===== config.mk =====
export PLATFORM = sky130hd
export DESIGN_NAME = exe_div_unit
export DESIGN_NICKNAME = d
export VERILOG_FILES = /design/src/rtl/exe_div_unit_pkg.sv /design/src/rtl/exe_div_unit.sv
export SDC_FILE = /design/constraint.sdc
export NUM_CORES = 1
export LEC_CHECK = 0
export ABC_AREA = 1
export CAP_MARGIN = 10
export CORE_MARGIN = 3
export CORE_UTILIZATION = 53
export DETAILED_ROUTE_END_ITERATION = 8
export GPL_ROUTABILITY_DRIVEN = 0
export HOLD_SLACK_MARGIN = 0.12
export PLACE_DENSITY_LB_ADDON = 0.12
export SLEW_MARGIN = 30
export SYNTH_ARGS = -nofsm -noshare
export SYNTH_HDL_FRONTEND = slang
export SYNTH_SLANG_ARGS = --single-unit
export TNS_END_PERCENT = 20

===== constraint.sdc =====
create_clock -name clk -period 4.3 [get_ports clk]
set_input_delay 0.645 -clock clk [delete_from_list [all_inputs] [get_ports clk]]
set_output_delay 0.645 -clock clk [all_outputs]
set_load 0.01 [all_outputs]

===== src/rtl/exe_div_unit_pkg.sv =====
// Shared CPU package slice for the EXE-stage divider: divider width, FSM
// encoding, divide-by-zero result constants and sign-handling helpers.
package exe_div_unit_pkg;

    localparam int unsigned DIV_WIDTH = 32;
    localparam int unsigned DIV_CNT_W = 5;
    localparam logic [DIV_CNT_W-1:0] DIV_LAST_STEP = DIV_CNT_W'(DIV_WIDTH - 1);

    // Divide-by-zero: all-ones quotient; remainder is the raw dividend
    localparam logic [DIV_WIDTH-1:0] DIV_ZERO_QUOT = '1;

    typedef enum logic [1:0] {
        DIV_IDLE = 2'd0,
        DIV_BUSY = 2'd1,
        DIV_DONE = 2'd2
    } div_state_e;

    function automatic logic [DIV_WIDTH-1:0] div_mag(
        input logic [DIV_WIDTH-1:0] v,
        input logic                 sgn
    );
        return (sgn && v[DIV_WIDTH-1]) ? (~v + 1'b1) : v;
    endfunction

    function automatic logic [DIV_WIDTH-1:0] div_cond_neg(
        input logic [DIV_WIDTH-1:0] v,
        input logic                 neg
    );
        return neg ? (~v + 1'b1) : v;
    endfunction

endpackage


===== src/rtl/exe_div_unit.sv =====
// Multi-cycle restoring radix-2 divider for the EXE stage (DIV/DIVU -> LO/HI).
// Optional macro DIV_EARLY_OUT_EN: finish in one cycle when |dividend| < |divisor|.
module exe_div_unit
    import exe_div_unit_pkg::*;
(
    input  logic                 clk,
    input  logic                 rst,
    input  logic                 start,
    input  logic                 is_sign,
    input  logic [DIV_WIDTH-1:0] dividend,
    input  logic [DIV_WIDTH-1:0] divisor,
    input  logic                 flush,
    output logic                 div_stall,
    output logic                 done,
    output logic [DIV_WIDTH-1:0] quotient,
    output logic [DIV_WIDTH-1:0] remainder
);

    div_state_e state, state_next;

    logic [DIV_WIDTH-1:0] quo_sr;
    logic [DIV_WIDTH-1:0] rem_acc;
    logic [DIV_WIDTH-1:0] dvsr;
    logic                 neg_q;
    logic                 neg_r;
    logic [DIV_CNT_W-1:0] cnt;

    logic [DIV_WIDTH-1:0] a_mag;
    logic [DIV_WIDTH-1:0] b_mag;
    logic                 div_zero;
    logic                 early;

    logic [DIV_WIDTH:0]   shifted;
    logic [DIV_WIDTH:0]   diff;
    logic                 fits;
    logic [DIV_WIDTH-1:0] rem_step;
    logic [DIV_WIDTH-1:0] quo_step;

    logic                 accept;
    logic                 res_we;
    logic [DIV_WIDTH-1:0] res_q;
    logic [DIV_WIDTH-1:0] res_r;

    always_comb begin
        a_mag    = div_mag(dividend, is_sign);
        b_mag    = div_mag(divisor, is_sign);
        div_zero = (divisor == '0);
`ifdef DIV_EARLY_OUT_EN
        early    = !div_zero && (a_mag < b_mag);
`else
        early    = 1'b0;
`endif
    end

    // Borrow out of the 33-bit trial subtraction means the divisor did not fit
    always_comb begin
        shifted  = {rem_acc, quo_sr[DIV_WIDTH-1]};
        diff     = shifted - {1'b0, dvsr};
        fits     = !diff[DIV_WIDTH];
        rem_step = fits ? diff[DIV_WIDTH-1:0] : shifted[DIV_WIDTH-1:0];
        quo_step = {quo_sr[DIV_WIDTH-2:0], fits};
    end

    always_comb begin
        state_next = state;
        accept     = 1'b0;
        res_we     = 1'b0;
        res_q      = '0;
        res_r      = '0;
        div_stall  = 1'b0;
        done       = 1'b0;

        case (state)
            DIV_IDLE: begin
                if (start && !flush) begin
                    div_stall = 1'b1;
                    accept    = 1'b1;
                    if (div_zero) begin
                        state_next = DIV_DONE;
                        res_we     = 1'b1;
                        res_q      = DIV_ZERO_QUOT;
                        res_r      = dividend;
                    end else if (early) begin
                        state_next = DIV_DONE;
                        res_we     = 1'b1;
                        res_q      = '0;
                        res_r      = dividend;
                    end else begin
                        state_next = DIV_BUSY;
                    end
                end
            end
            DIV_BUSY: begin
                div_stall = 1'b1;
                if (cnt == DIV_LAST_STEP) begin
                    state_next = DIV_DONE;
                    res_we     = 1'b1;
                    res_q      = div_cond_neg(quo_step, neg_q);
                    res_r      = div_cond_neg(rem_step, neg_r);
                end
            end
            DIV_DONE: begin
                done       = 1'b1;
                state_next = DIV_IDLE;
            end
            default: state_next = DIV_IDLE;
        endcase

        // A cancelled instruction must never reach the LO/HI result registers
        if (flush) begin
            state_next = DIV_IDLE;
            res_we     = 1'b0;
        end
    end

    always_ff @(posedge clk) begin
        if (rst) begin
            state     <= DIV_IDLE;
            cnt       <= '0;
            quo_sr    <= '0;
            rem_acc   <= '0;
            dvsr      <= '0;
            neg_q     <= 1'b0;
            neg_r     <= 1'b0;
            quotient  <= '0;
            remainder <= '0;
        end else begin
            state <= state_next;
            if (accept) begin
                quo_sr  <= a_mag;
                rem_acc <= '0;
                dvsr    <= b_mag;
                neg_q   <= is_sign && (dividend[DIV_WIDTH-1] ^ divisor[DIV_WIDTH-1]);
                neg_r   <= is_sign && dividend[DIV_WIDTH-1];
                cnt     <= '0;
            end else if (state == DIV_BUSY) begin
                quo_sr  <= quo_step;
                rem_acc <= rem_step;
                cnt     <= cnt + DIV_CNT_W'(1);
            end
            if (res_we) begin
                quotient  <= res_q;
                remainder <= res_r;
            end
        end
    end

endmodule


==> run metrics, run 1 <==
drt first-iter violations 1,824; worst hold-check path type flop to flop; Post-synth ARST share 0; total power ~0.0054 W; CTS tree done; WS Path Type flop to flop; Pwr per Cell Area 352 mW/mm²; first-pass GRT wire length 72,500 µm; number of flops mapped to enable cells by yosys 0; sequential-to-total area share from yosys stat 0.259; CP most frequent cell nand2_1; Syn Nets approximately 2,300; Num CTS Buffers 17; DRT antenna net count 0; crit path buf inv count 3; largest net degree at the start of global routing 82; average cell area after synthesis between 5 and 6 µm²; biggest area consumer among synthesized cells dfxtp_1; Yosys top cell area share 0.259; ranking of synthesized cells by area dfxtp_1, nand2_1, inv_1; status finished, final reports clean; most frequent cells in the layout nand2_1, inv_1, a21oi_1, o21ai_0, nor2_1; Post-Synthesis Cells 2,203; First-pass DRT Iterations 5; CP peak stage delay 0.39 ns; post-DR wirelength/cell 17.9 µm; kind of cell adding the most delay to the critical path simple AND/OR/NAND/NOR gates; die width 163 µm; synth unique cells 53; Max Clk Rate 252 MHz; met2 WL between 20,000 and 25,000 µm; share of layout cells above drive strength 1 0.0600; hold_ws 0.471 ns; Total GRT Usage 0.344; Critical Path End Type flop; Slew headroom 0.354; # rows 56; final setup fails 0; hold path start cnt[4]; Core Region ~0.024 mm²; CP Data Arrival Time 4.37 ns; Via Count ~15,000; Final period util 0.924; NumNets Final 2,411; Top FF cell, synth dfxtp_1; Post-Route M1 WL 19,900 µm; commonest non-fill, non-tap cell in the layout nand2_1; top-level port count around 140; CP Launch Type flop; minimum clock period 3.98 ns; CTS root buf clkbuf_16; Area Growth Syn to Fin 17.4%; vias in the first global route 13,700; DIE AREA 0.0266 mm²; slowest CP cell fa_1; Clock transition at path regs 0.08 ns; Pleak 7.27 nW; max-cap violation count 0; vias per std cell 5.79; Worst Setup SP quo_sr[31]; clk_lat worst skew between 0.4 and 0.5 ns; Post-Syn Area 0.0131 mm²; peak supply drop 0.196 mV; CTS H-tree lvls 4; PortBufs 134; max-slew violations 0; Clock Path Buffers 2; GRT overflow 0; pin slew with the least headroom to its limit 0.967 ns; Worst R2R Start quo_sr[31]; critical path fanouts, max 8; final hold violations 0; starting density of the core 0.549; Yosys reg bits 169; required time of the worst setup path 4.69 ns; routed wire length 47,000 µm; Die H 163 µm; metal3 WL approximately 4900 µm; initial antenna violation count 1; CTS Sinks around 170; Clock Skews 0.0133 ns; hpwl dp between 30,000 and 40,000 µm; top sig layer met4; Syn. warnings 0; DRC 0; Post-CTS Hold Buffers 0
## per-layer routing
metal	track usage	up-vias
li1	-	7359
met1	0.472	6887
met2	0.530	867
met3	0.0611	137
met4	0.154	0
met5	0	-
## registers in the layout, indices dropped and copies added, names as in the netlist
register	cells
rem_acc	32
neg_r	1
cnt	5
quotient	32
neg_q	1
state	2
remainder	32
dvsr	32
quo_sr	32
## worst register-to-register path, delay by kind of cell (launching register included)
family / cells / cell delay, ns
AO/OA/AOI/OAI: 4 / 0.62
adder cells (fa/ha/maj): 3 / 0.80
buffers and inverters: 3 / 0.21
AND/OR/NAND/NOR: 17 / 1.99
flip-flops: 1 / 0.33
## metrics by stage
stage | setup slack (ns) | utilization | TNS, ns | instance area [µm²] | cells
after floorplan | 0.0604 | - | 0 | 13100 | 2203
after CTS | 0.126 | 0.641 | 0 | 15300 | 2630
after global routing | -0.0148 | 0.644 | -0.0162 | 15300 | 2634
final | 0.325 | 0.644 | 0 | 15300 | 2635
after global placement | 0.143 | 0.616 | 0 | 14700 | 2599
after detailed placement | 0.0122 | 0.616 | 0 | 14700 | 2599
## cell families after synthesis
| family | after synthesis | share of synthesized area |
|---|---|---|
| simple gates | 1061 | 0.355 |
| flops | 169 | 0.259 |
| xor+xnor | 34 | 0.0228 |
| buf+inv | 421 | 0.126 |
| fa+ha+maj | 39 | 0.0379 |
| compound gates | 479 | 0.200 |
## power breakdown
group	switching, W	leakage (nW)	internal (W)
clock	0.000776	0.284	0.000776
sequential	0.0000442	1.37	0.00161
combinational	0.00152	5.62	0.000667
total	0.00234	7.27	0.00306
## final timing paths
check                       to  slack [ns]  depth (start not counted)
hold reg to reg         cnt[4]        0.47                          2
setup reg to reg  quotient[26]        0.32                         27
hold / removal          cnt[4]        0.47                          2
setup / recovery  quotient[26]        0.32                         27
## area by class of cell
| cell class | instances | area (µm²) |
|---|---|---|
| fill | 2307 | 8480 |
| multi-input combinational | 1613 | 8110 |
| tap | 319 | 399 |
| inverter | 336 | 1260 |
| clock inverter | 14 | 155 |
| clock buffer | 17 | 425 |
| sequential | 169 | 3380 |
| antenna | 1 | 2.50 |
| timing repair buffer | 166 | 1610 |
## synthesized netlist by cell type, drive strengths merged, types with 20 or more instances
| cell type | number |
|---|---|
| ha | 38 |
| nand4 | 20 |
| nand3 | 157 |
| nand2 | 611 |
| o22ai | 28 |
| inv | 331 |
| nor2 | 184 |
| dfxtp | 169 |
| xor2 | 23 |
| clkbuf | 66 |
| nor3 | 39 |
| a21oi | 201 |
| a31oi | 25 |
| o21ai | 186 |
## timing repair
| item | in CTS | in global routing |
|---|---|---|
| setup endpoints to repair | 1 | 3 |
| buffers inserted | 0 | 4 |
| gates resized for setup | 1 | 10 |
| pin swaps | 0 | 5 |
| gates cloned | 0 | 0 |
Power figures use the tool's default switching activity.
==> run 2, diff against run 1 <==
==> constraint.sdc (replaced) <==
create_clock -name clk -period 4.3 [get_ports clk]
set_input_delay 0.86 -clock clk [delete_from_list [all_inputs] [get_ports clk]]
set_output_delay 0.86 -clock clk [all_outputs]
set_load 0.01 [all_outputs]
==> run 2 against run 1 <==
Setup slack worse by 0.0052 ns. Design area down 0.11%. Hold slack worse by 0.0016 ns. Via count down 0.60%. Global-route usage down 0.28 points. Register-to-register slack about the same. Critical endpoint is now quotient[30]. Largest power group unchanged. Highest routed layer unchanged.
==> run metrics, run 2 (synthesis gave the netlist of run 1 again) <==
status finished, final reports clean; most frequent cells in the layout nand2_1, inv_1, a21oi_1, o21ai_0, nor2_1; Clock transition at path regs 0.08 ns (about the same); R2R depth 27 (unchanged); Num CTS Buffers 17 (unchanged); final setup fails 0 (unchanged); reg-to-reg slack, setup 0.32 ns (about the same); Clock Skews 0.0167 ns (+0.00340 ns); commonest non-fill, non-tap cell in the layout nand2_1; hpwl dp 35,700 µm (-2.4%); vias per std cell 5.76 (-0.53%); CP peak stage delay 0.39 ns (about the same); largest net degree at the start of global routing 82 (unchanged); die width 163 µm (unchanged); Core Region 0.0238 mm² (unchanged); CP Launch Type flop; CTS H-tree lvls 4 (unchanged); end of the worst hold path cnt[4]; hold path depth 2 (unchanged); NumNets Final 2,409 (-0.083%); CTS Sinks 169 (unchanged); max-slew violations 0 (unchanged); critical path fanouts, max 8 (unchanged); drt first-iter violations 1,657 (-9.2%); first-pass GRT wire length 72,200 µm (-0.37%); Slew headroom 0.404 (+0.0500); Critical R2R Capture quotient[30]; Die H 163 µm (unchanged); DRC 0 (unchanged); slowest CP cell fa_1; initial antenna violation count 0 (-1); required time of the worst setup path 4.67 ns (-0.02 ns); top-level port count 135 (unchanged); CTS tree done; vias in the first global route 13,900 (+1.4%); clk_lat worst skew 0.44 ns (about the same); Pwr per Cell Area 352 mW/mm² (+0.16%); worst hold-check path type flop to flop; Max Clk Rate 251 MHz (-0.13%); hold_ws 0.470 ns (-0.00155 ns); starting density of the core 0.549 (unchanged); GRT overflow 0 (unchanged); Final period util 0.926 (+0.00122); FILL cells 2,319 (+0.52%); post-DR wirelength/cell 17.4 µm (-2.5%); # rows 56 (unchanged); share of layout cells above drive strength 1 0.0579 (-0.00211); routed wire length 45,800 µm (-2.6%); DIE AREA 0.0266 mm² (unchanged); Worst R2R Start quo_sr[31]; Pleak 7.26 nW (-0.19%); Critical Path End Type flop; Total GRT Usage 0.341 (-0.00283); design area 0.0153 mm² (-0.11%); Post-CTS Hold Buffers 0 (unchanged); placed instance area 0.0147 mm² (+0.10%); CTS root buf clkbuf_16; Area Growth Syn to Fin 17.3%; DRT antenna net count 0 (unchanged); WS Path Type flop to flop; peak supply drop 0.205 mV (+4.6%); post-layout util 0.643 (-0.000736); hold path start cnt[4]; First-pass DRT Iterations 6 (+1); max-cap violation count 0 (unchanged); total power 0.00540 W (about the same); Via Count 15,200 (-0.60%); PortBufs 134 (unchanged); pin slew with the least headroom to its limit 0.892 ns (-0.0749 ns); minimum clock period 3.98 ns (+0.00524 ns); final hold violations 0 (unchanged); CP Data Arrival Time 4.35 ns (-0.02 ns); Clock Path Buffers 2 (unchanged)
-- run 2: cell types whose count changed in the layout (fill, tap and decap cells not counted), sizes merged --
cell and delta:
buf -2, bufinv +1, clkbuf +1, clkinv -5
clkinvlp +2, inv +1
-- run 2: power breakdown --
part	leakage (nW)	total, W	internal (W)	switching (W)
logic	5.60	0.00215	0.000651	0.00150
clock network	0.286	0.00159	0.000842	0.000752
registers	1.37	0.00166	0.00161	0.0000444
-- run 2: how the worst max path moves through the flow --
stage	startpoint	endpoint	slack, ns
after global placement	quo_sr[31]	quotient[30]	0.14
after CTS	quo_sr[31]	quotient[30]	0.04
after detailed placement	quo_sr[31]	quotient[30]	0.06
after global routing	quo_sr[31]	quotient[30]	-0.03
final	quo_sr[31]	quotient[30]	0.32
after floorplan	quo_sr[31]	quotient[30]	0.06
-- run 2: final cells by class --
type,instances,area [µm²],area share
diodes,1,2.50,0.000163
clock inverters,13,155,0.0101
inverters,336,1260,0.0823
repair buffers,164,1590,0.104
well taps,319,399,0.0260
flip-flops and latches,169,3380,0.221
clock buffers,18,439,0.0287
multi-input cells,1613,8100,0.528
-- run 2: timing repair --
| action | in CTS | in global routing |
|---|---|---|
| buffers inserted | 0 | 0 |
| endpoints found under the setup margin | 0 | 5 |
| gates resized for setup | 0 | 7 |
-- run 2: metrics by stage --
step	setup TNS (ns)	setup slack, ns	instances
after global placement	0	0.140	2601
after detailed placement	0	0.0576	2601
after floorplan	0	0.0604	2203
after global routing	-0.0264	-0.0264	2632
after CTS	0	0.0361	2632
final	0	0.319	2633
-- run 2: layer usage --
metal | wire length [µm] | vias up | global-route usage
met5 | 0 | - | 0
met4 | 2350 | 0 | 0.163
met3 | 4500 | 142 | 0.0545
met2 | 19300 | 805 | 0.516
met1 | 19700 | 6858 | 0.475
li1 | - | 7353 | -
-- run 2: critical path: cells and delay by family, from the launching register on --
family | cells | cell delay (ns)
buffers and inverters | 2 | 0.14
adders and majority gates | 3 | 0.79
DFF | 1 | 0.34
and+or+nand+nor | 18 | 2.03
AOI/OAI and AO/OA | 4 | 0.62
==> run 3, diff against run 2 <==
--- a/config.mk
+++ b/config.mk
@@ -9,6 +9,7 @@
 export CAP_MARGIN = 10
 export CORE_MARGIN = 3
 export CORE_UTILIZATION = 53
+export CTS_BUF_LIST = sky130_fd_sc_hd__clkbuf_4 sky130_fd_sc_hd__clkbuf_8 sky130_fd_sc_hd__clkbuf_16
 export DETAILED_ROUTE_END_ITERATION = 8
 export GPL_ROUTABILITY_DRIVEN = 0
 export HOLD_SLACK_MARGIN = 0.12
==> results of run 3 <==
No change in the layout: final DEF, timing and power equal those of run 2.
==> RTL change 1 (settings of run 1) <==
Add an input register stage for `dividend` and `divisor`; this delays them by one clock. The other inputs are not delayed to match. Comments in the files are not updated.
--- a/src/rtl/exe_div_unit.sv
+++ b/src/rtl/exe_div_unit.sv
@@ -15,6 +15,14 @@
     output logic [DIV_WIDTH-1:0] quotient,
     output logic [DIV_WIDTH-1:0] remainder
 );
+
+    logic [DIV_WIDTH-1:0] dividend_q;
+    logic [DIV_WIDTH-1:0] divisor_q;
+
+    always_ff @(posedge clk) begin
+        dividend_q <= dividend;
+        divisor_q  <= divisor;
+    end
 
     div_state_e state, state_next;
 
@@ -42,9 +50,9 @@
     logic [DIV_WIDTH-1:0] res_r;
 
     always_comb begin
-        a_mag    = div_mag(dividend, is_sign);
-        b_mag    = div_mag(divisor, is_sign);
-        div_zero = (divisor == '0);
+        a_mag    = div_mag(dividend_q, is_sign);
+        b_mag    = div_mag(divisor_q, is_sign);
+        div_zero = (divisor_q == '0);
 `ifdef DIV_EARLY_OUT_EN
         early    = !div_zero && (a_mag < b_mag);
 `else
@@ -79,12 +87,12 @@
                         state_next = DIV_DONE;
                         res_we     = 1'b1;
                         res_q      = DIV_ZERO_QUOT;
-                        res_r      = dividend;
+                        res_r      = dividend_q;
                     end else if (early) begin
                         state_next = DIV_DONE;
                         res_we     = 1'b1;
                         res_q      = '0;
-                        res_r      = dividend;
+                        res_r      = dividend_q;
                     end else begin
                         state_next = DIV_BUSY;
                     end
@@ -130,8 +138,8 @@
                 quo_sr  <= a_mag;
                 rem_acc <= '0;
                 dvsr    <= b_mag;
-                neg_q   <= is_sign && (dividend[DIV_WIDTH-1] ^ divisor[DIV_WIDTH-1]);
-                neg_r   <= is_sign && dividend[DIV_WIDTH-1];
+                neg_q   <= is_sign && (dividend_q[DIV_WIDTH-1] ^ divisor_q[DIV_WIDTH-1]);
+                neg_r   <= is_sign && dividend_q[DIV_WIDTH-1];
                 cnt     <= '0;
             end else if (state == DIV_BUSY) begin
                 quo_sr  <= quo_step;
Check against the original RTL: not equivalent (Yosys sat finds a counterexample within 4 cycles, from zero or initial values and one cycle with rst high).
==> RTL change 1 against run 1 <==
- sequential cell count is 64 higher
- final area is 9.9% higher
- critical path type unchanged
- first-iteration DRC count is 16% lower
- final cell count is 2.8% higher
- largest cell class unchanged
- setup slack better by 21 ps
- total power is 22% higher
- clock power is 39% higher
- wire length is 3.9% lower
- synthesized area is 8.7% higher
==> RTL change 1: results (changes against run 1) <==
| Metric | Value |
|---|---|
| Outcome | finished, final reports clean (unchanged) |
| DRT iter0 DRCs | 1538 (was 1824) |
| Worst hold endpoint | dvsr[30] (was cnt[4]) |
| Critical path's largest stage delay | 360 ps (was 390 ps) |
| GRT met1 Usage | 43.2% (was 47.2%) |
| M2 GR Usage | 48.1% (was 53.0%) |
| FILL cells | 2481 (was 2307) |
| WHS | 464 ps (was 471 ps) |
| Synth unique cells | 55 (was 53) |
| Rel. slew slack | 32.3% (was 35.4%) |
| Top post-synthesis cells by area | dfxtp_1, nand2_1, inv_1 (unchanged) |
| Gr usage total | 30.6% (was 34.4%) |
| Fin Clk Skew | 17.6 ps (was 13.3 ps) |
| Vias in the first global route | 13.9k (was 13.7k) |
| CP max-delay cell | fa_2 (was fa_1) |
| Via count | 15.0k (was 15.3k) |
| Mapped Nets | 2337 (was 2311) |
| Worst Path Arrival | 4430 ps (was 4370 ps) |
| Worst-path clk slew | 60 ps (was 80 ps) |
| Routed WL per cell | 16.7 µm (was 17.9 µm) |
| Layout Nets | 2466 (was 2411) |
| Met2 wire length | 19.6 mm (was 20.2 mm) |
| Commonest cells post-synth | nand2_1, inv_1, dfxtp_1 (was nand2_1, inv_1, a21oi_1) |
| Hold wc startpoint | dvsr[30] (was cnt[4]) |
| Met3 GRT Util | 5.08% (was 6.11%) |
| Critical Path Fanout Max | 4 (was 8) |
| Largest net degree at the start of global routing | 93 (was 82) |
| Maximum VDD drop | 278 µV (was 196 µV) |
| Drt first pass iters | 6 (was 5) |
| First-pass GRT wire length | 71.6 mm (was 72.5 mm) |
| Met3 wire len | 4.18 mm (was 4.92 mm) |
| Clk buf depth | 3 (was 2) |
| Post-synthesis sequential area ratio | 32.8% (was 25.9%) |
| Detailed Place HPWL | 33.7 mm (was 36.6 mm) |
| Crit path to | quotient[30] (was quotient[26]) |
| Ant. Diodes | 0 (was 1) |
| Internal power | 4.17 mW (was 3.06 mW) |
-- RTL change 1: power groups by stage --
| stage | logic (mW) | registers, mW | clock network, mW |
|---|---|---|---|
| after floorplan | 1.52 | 2.34 | 0 |
| after CTS | 2.06 | 2.32 | 2.18 |
| after detailed placement | 2.04 | 2.37 | 0 |
| after global routing | 2.36 | 2.33 | 2.27 |
| after global placement | 2.01 | 2.37 | 0 |
| final | 2.13 | 2.33 | 2.15 |
-- RTL change 1: timing repair --
action	in CTS	in global routing
hold endpoints to repair	0	0
resized for setup	2	12
setup endpoints to repair	2	7
buffers inserted	0	2
pin swaps	0	3
-- RTL change 1: through the flow --
stage / area, µm² / util, % / setup slack [ps] / std cells / power (mW)
floorplan: 14200 / - / 223 / 2229 / 3.86
global placement: 16000 / 61.0 / 79.3 / 2663 / 4.38
detailed placement: 16000 / 61.0 / -75.9 / 2663 / 4.41
CTS: 16800 / 64.1 / 45.5 / 2707 / 6.56
global route: 16900 / 64.4 / -12.2 / 2709 / 6.97
finish: 16900 / 64.4 / 345 / 2709 / 6.60
-- RTL change 1: worst max-delay path: cells and delay by family, from the launching register on --
kind,cells,cell delay [ps]
buffers and inverters,3,220
DFF,1,340
and+or+nand+nor,20,2140
adders and majority gates,3,760
AOI/OAI and AO/OA,3,420
-- RTL change 1: logic make-up (layout without fill, tap and decap cells) --
logic type	count (synthesis)	in the layout	synth area share [%]
xor+xnor	39	39	2.40
buf+inv	429	574	11.8
compound gates	484	484	18.6
simple gates	1005	1005	30.9
fa+ha+maj	39	39	3.49
flops	233	233	32.8
-- RTL change 1: layout make-up --
cell class	instances	share of cell area, %
multi-input combinational	1567	47.1
sequential	233	27.7
timing repair buffer	183	10.2
inverter	347	7.72
clock buffer	39	4.62
tap	335	2.49
clock inverter	5	0.215
==> RTL change 2 (config.mk and constraints of run 1) <==
Without the edit above. Add a define of `DIV_EARLY_OUT_EN`.
--- a/src/rtl/exe_div_unit.sv
+++ b/src/rtl/exe_div_unit.sv
@@ -1,5 +1,7 @@
 // Multi-cycle restoring radix-2 divider for the EXE stage (DIV/DIVU -> LO/HI).
 // Optional macro DIV_EARLY_OUT_EN: finish in one cycle when |dividend| < |divisor|.
+`define DIV_EARLY_OUT_EN
+
 module exe_div_unit
     import exe_div_unit_pkg::*;
 (
Check against the original RTL: not equivalent (Yosys sat finds a counterexample within 4 cycles, from zero or initial values and one cycle with rst high).
==> RTL change 2 against run 1 <==
- clock power rose by 8%
- highest routed layer unchanged
- utilization rose by 7.8 points
- final area rose by 19%
- setup slack got worse by 320 ps
- total power rose by 23%
- synthesized area rose by 5.1%
- wire length rose by 13%
- first-iteration DRC count rose by 23%
- largest cell class unchanged
- count of clock-buffer cells in the layout rose by 1
- sequential cell count did not move
==> RTL change 2: results (changes against run 1) <==
| Metric | Value |
|---|---|
| Largest delay share family, worst path | buffers and inverters (was simple AND/OR/NAND/NOR gates) |
| Synthesis Warnings | 0 (unchanged) |
| Main synth FF type | dfxtp_1 (unchanged) |
| Fraction of registers with async set or reset after synthesis | 0% (unchanged) |
| Fin Clk Skew | 19.7 ps (was 13.3 ps) |
| Gr usage total | 35.8% (was 34.4%) |
| Worst Path Arrival | 4650 ps (was 4370 ps) |
| Top post-synthesis cells by area | dfxtp_1, nand2_1, inv_1 (unchanged) |
| Met2 wire length | 23.0 mm (was 20.2 mm) |
| Outcome | finished, final reports clean (unchanged) |
| Commonest cells post-synth | nand2_1, inv_1, nor2_1 (was nand2_1, inv_1, a21oi_1) |
| Root Driver | clkbuf_16 (unchanged) |
| M1 WL | 21.6 mm (was 19.9 mm) |
| DR top layer | met4 (unchanged) |
| Rel. slew slack | 44.4% (was 35.4%) |
| DRT iter0 DRCs | 2244 (was 1824) |
| Synth unique cells | 52 (was 53) |
| TritonCTS Buffers | 17 (unchanged) |
| Cells after synthesis | 2300 (was 2203) |
| DR vias/cell | 5.75 (was 5.79) |
| Maximum VDD drop | 265 µV (was 196 µV) |
| Detailed Place HPWL | 37.9 mm (was 36.6 mm) |
| Vias in the first global route | 15.7k (was 13.7k) |
| Postcts setup bufs | 60 (was 0) |
| Finished Layout Cells | 2967 (was 2635) |
| Min-Delay Path Class | reg2reg (unchanged) |
| Initial antenna violation count | 0 (was 1) |
| Critical Path Fanout Max | 28 (was 8) |
| Largest net degree at the start of global routing | 56 (was 82) |
| Clk buf depth | 2 (unchanged) |
| Share of cells above drive strength 1 | 17.5% (was 6.00%) |
| First-pass GRT wire length | 81.2 mm (was 72.5 mm) |
| Layout Nets | 2762 (was 2411) |
| Drt first pass iters | 6 (was 5) |
| Mapped Nets | 2438 (was 2311) |
| Critical path's largest stage delay | 490 ps (was 390 ps) |
| Htree depth | 4 (unchanged) |
| Post-synthesis sequential area ratio | 24.6% (was 25.9%) |
| Met3 wire len | 5.73 mm (was 4.92 mm) |
| Lkg Pwr | 9.18 nW (was 7.27 nW) |
| Inst Count DP | 2855 (was 2599) |
| Ant. Diodes | 0 (was 1) |
| Routed WL per cell | 17.9 µm (about the same) |
| CP max-delay cell | clkdlybuf4s50_1 (was fa_1) |
| Post-CTS Resized | 90 (was 1) |
| Clock Latency Late Sink | 440 ps |
| Worst-path clk slew | roughly 70 ps |
| Port bufs | 134 (unchanged) |
## RTL change 2: changes by cell type in the layout (fill, tap and decap cells not counted), sizes merged, moves of 30 or more
cell	run 1	this run
a21oi	201	132
nand2	611	667
o21ai	186	145
buf	32	254
ha	38	68
nor2	184	230
## RTL change 2: final timing paths
path / to / slack, ps / depth (start not counted) / start
min: cnt[4] / 470 / 2 / cnt[4]
min reg2reg: cnt[4] / 470 / 2 / cnt[4]
max reg2reg: quotient[30] / 160 / 30 / quo_sr[31]
max: remainder[19] / 7 / 27 / dividend[7]
## RTL change 2: report_power, final
part,total [mW],switching (mW),internal (mW)
clock,1.68,0.746,0.933
sequential,1.72,0.0714,1.65
combinational,3.22,2.05,1.17
total,6.62,2.87,3.75
## RTL change 2: metal layers
layer,vias up,track usage (%)
li1,8044,-
met1,7773,47.6
met2,1059,55.0
met3,194,8.02
met4,0,17.4
met5,-,0
## RTL change 2: kinds of logic (layout without fill, tap and decap cells)
group | after synthesis | after routing | synth area share (%)
flip-flops | 169 | 169 | 24.6
AO/OA/AOI/OAI | 406 | 406 | 16.7
AND/OR/NAND/NOR | 1137 | 1137 | 34.9
adder cells (fa/ha/maj) | 69 | 69 | 6.34
buffers and inverters | 440 | 777 | 12.4
XOR/XNOR | 79 | 79 | 5.04
## RTL change 2: per-stage QoR
step                      setup slack (ps)  hold WS [ps]  area (µm²)
after CTS                             2.79           470       17800
after global placement                -702           453       16500
final                                 7.47           473       18300
after floorplan                       45.6           432       13700
after detailed placement              -825           460       16500
after global routing                  -160           511       18300
## RTL change 2: cell type report
type	instances	area, µm²
Tap cell	330	413
Fill cell	2097	7040
Multi-Input combinational cell	1691	9130
Sequential cell	169	3390
Clock inverter	14	184
Timing Repair Buffer	386	3370
Inverter	359	1370
Clock buffer	18	429
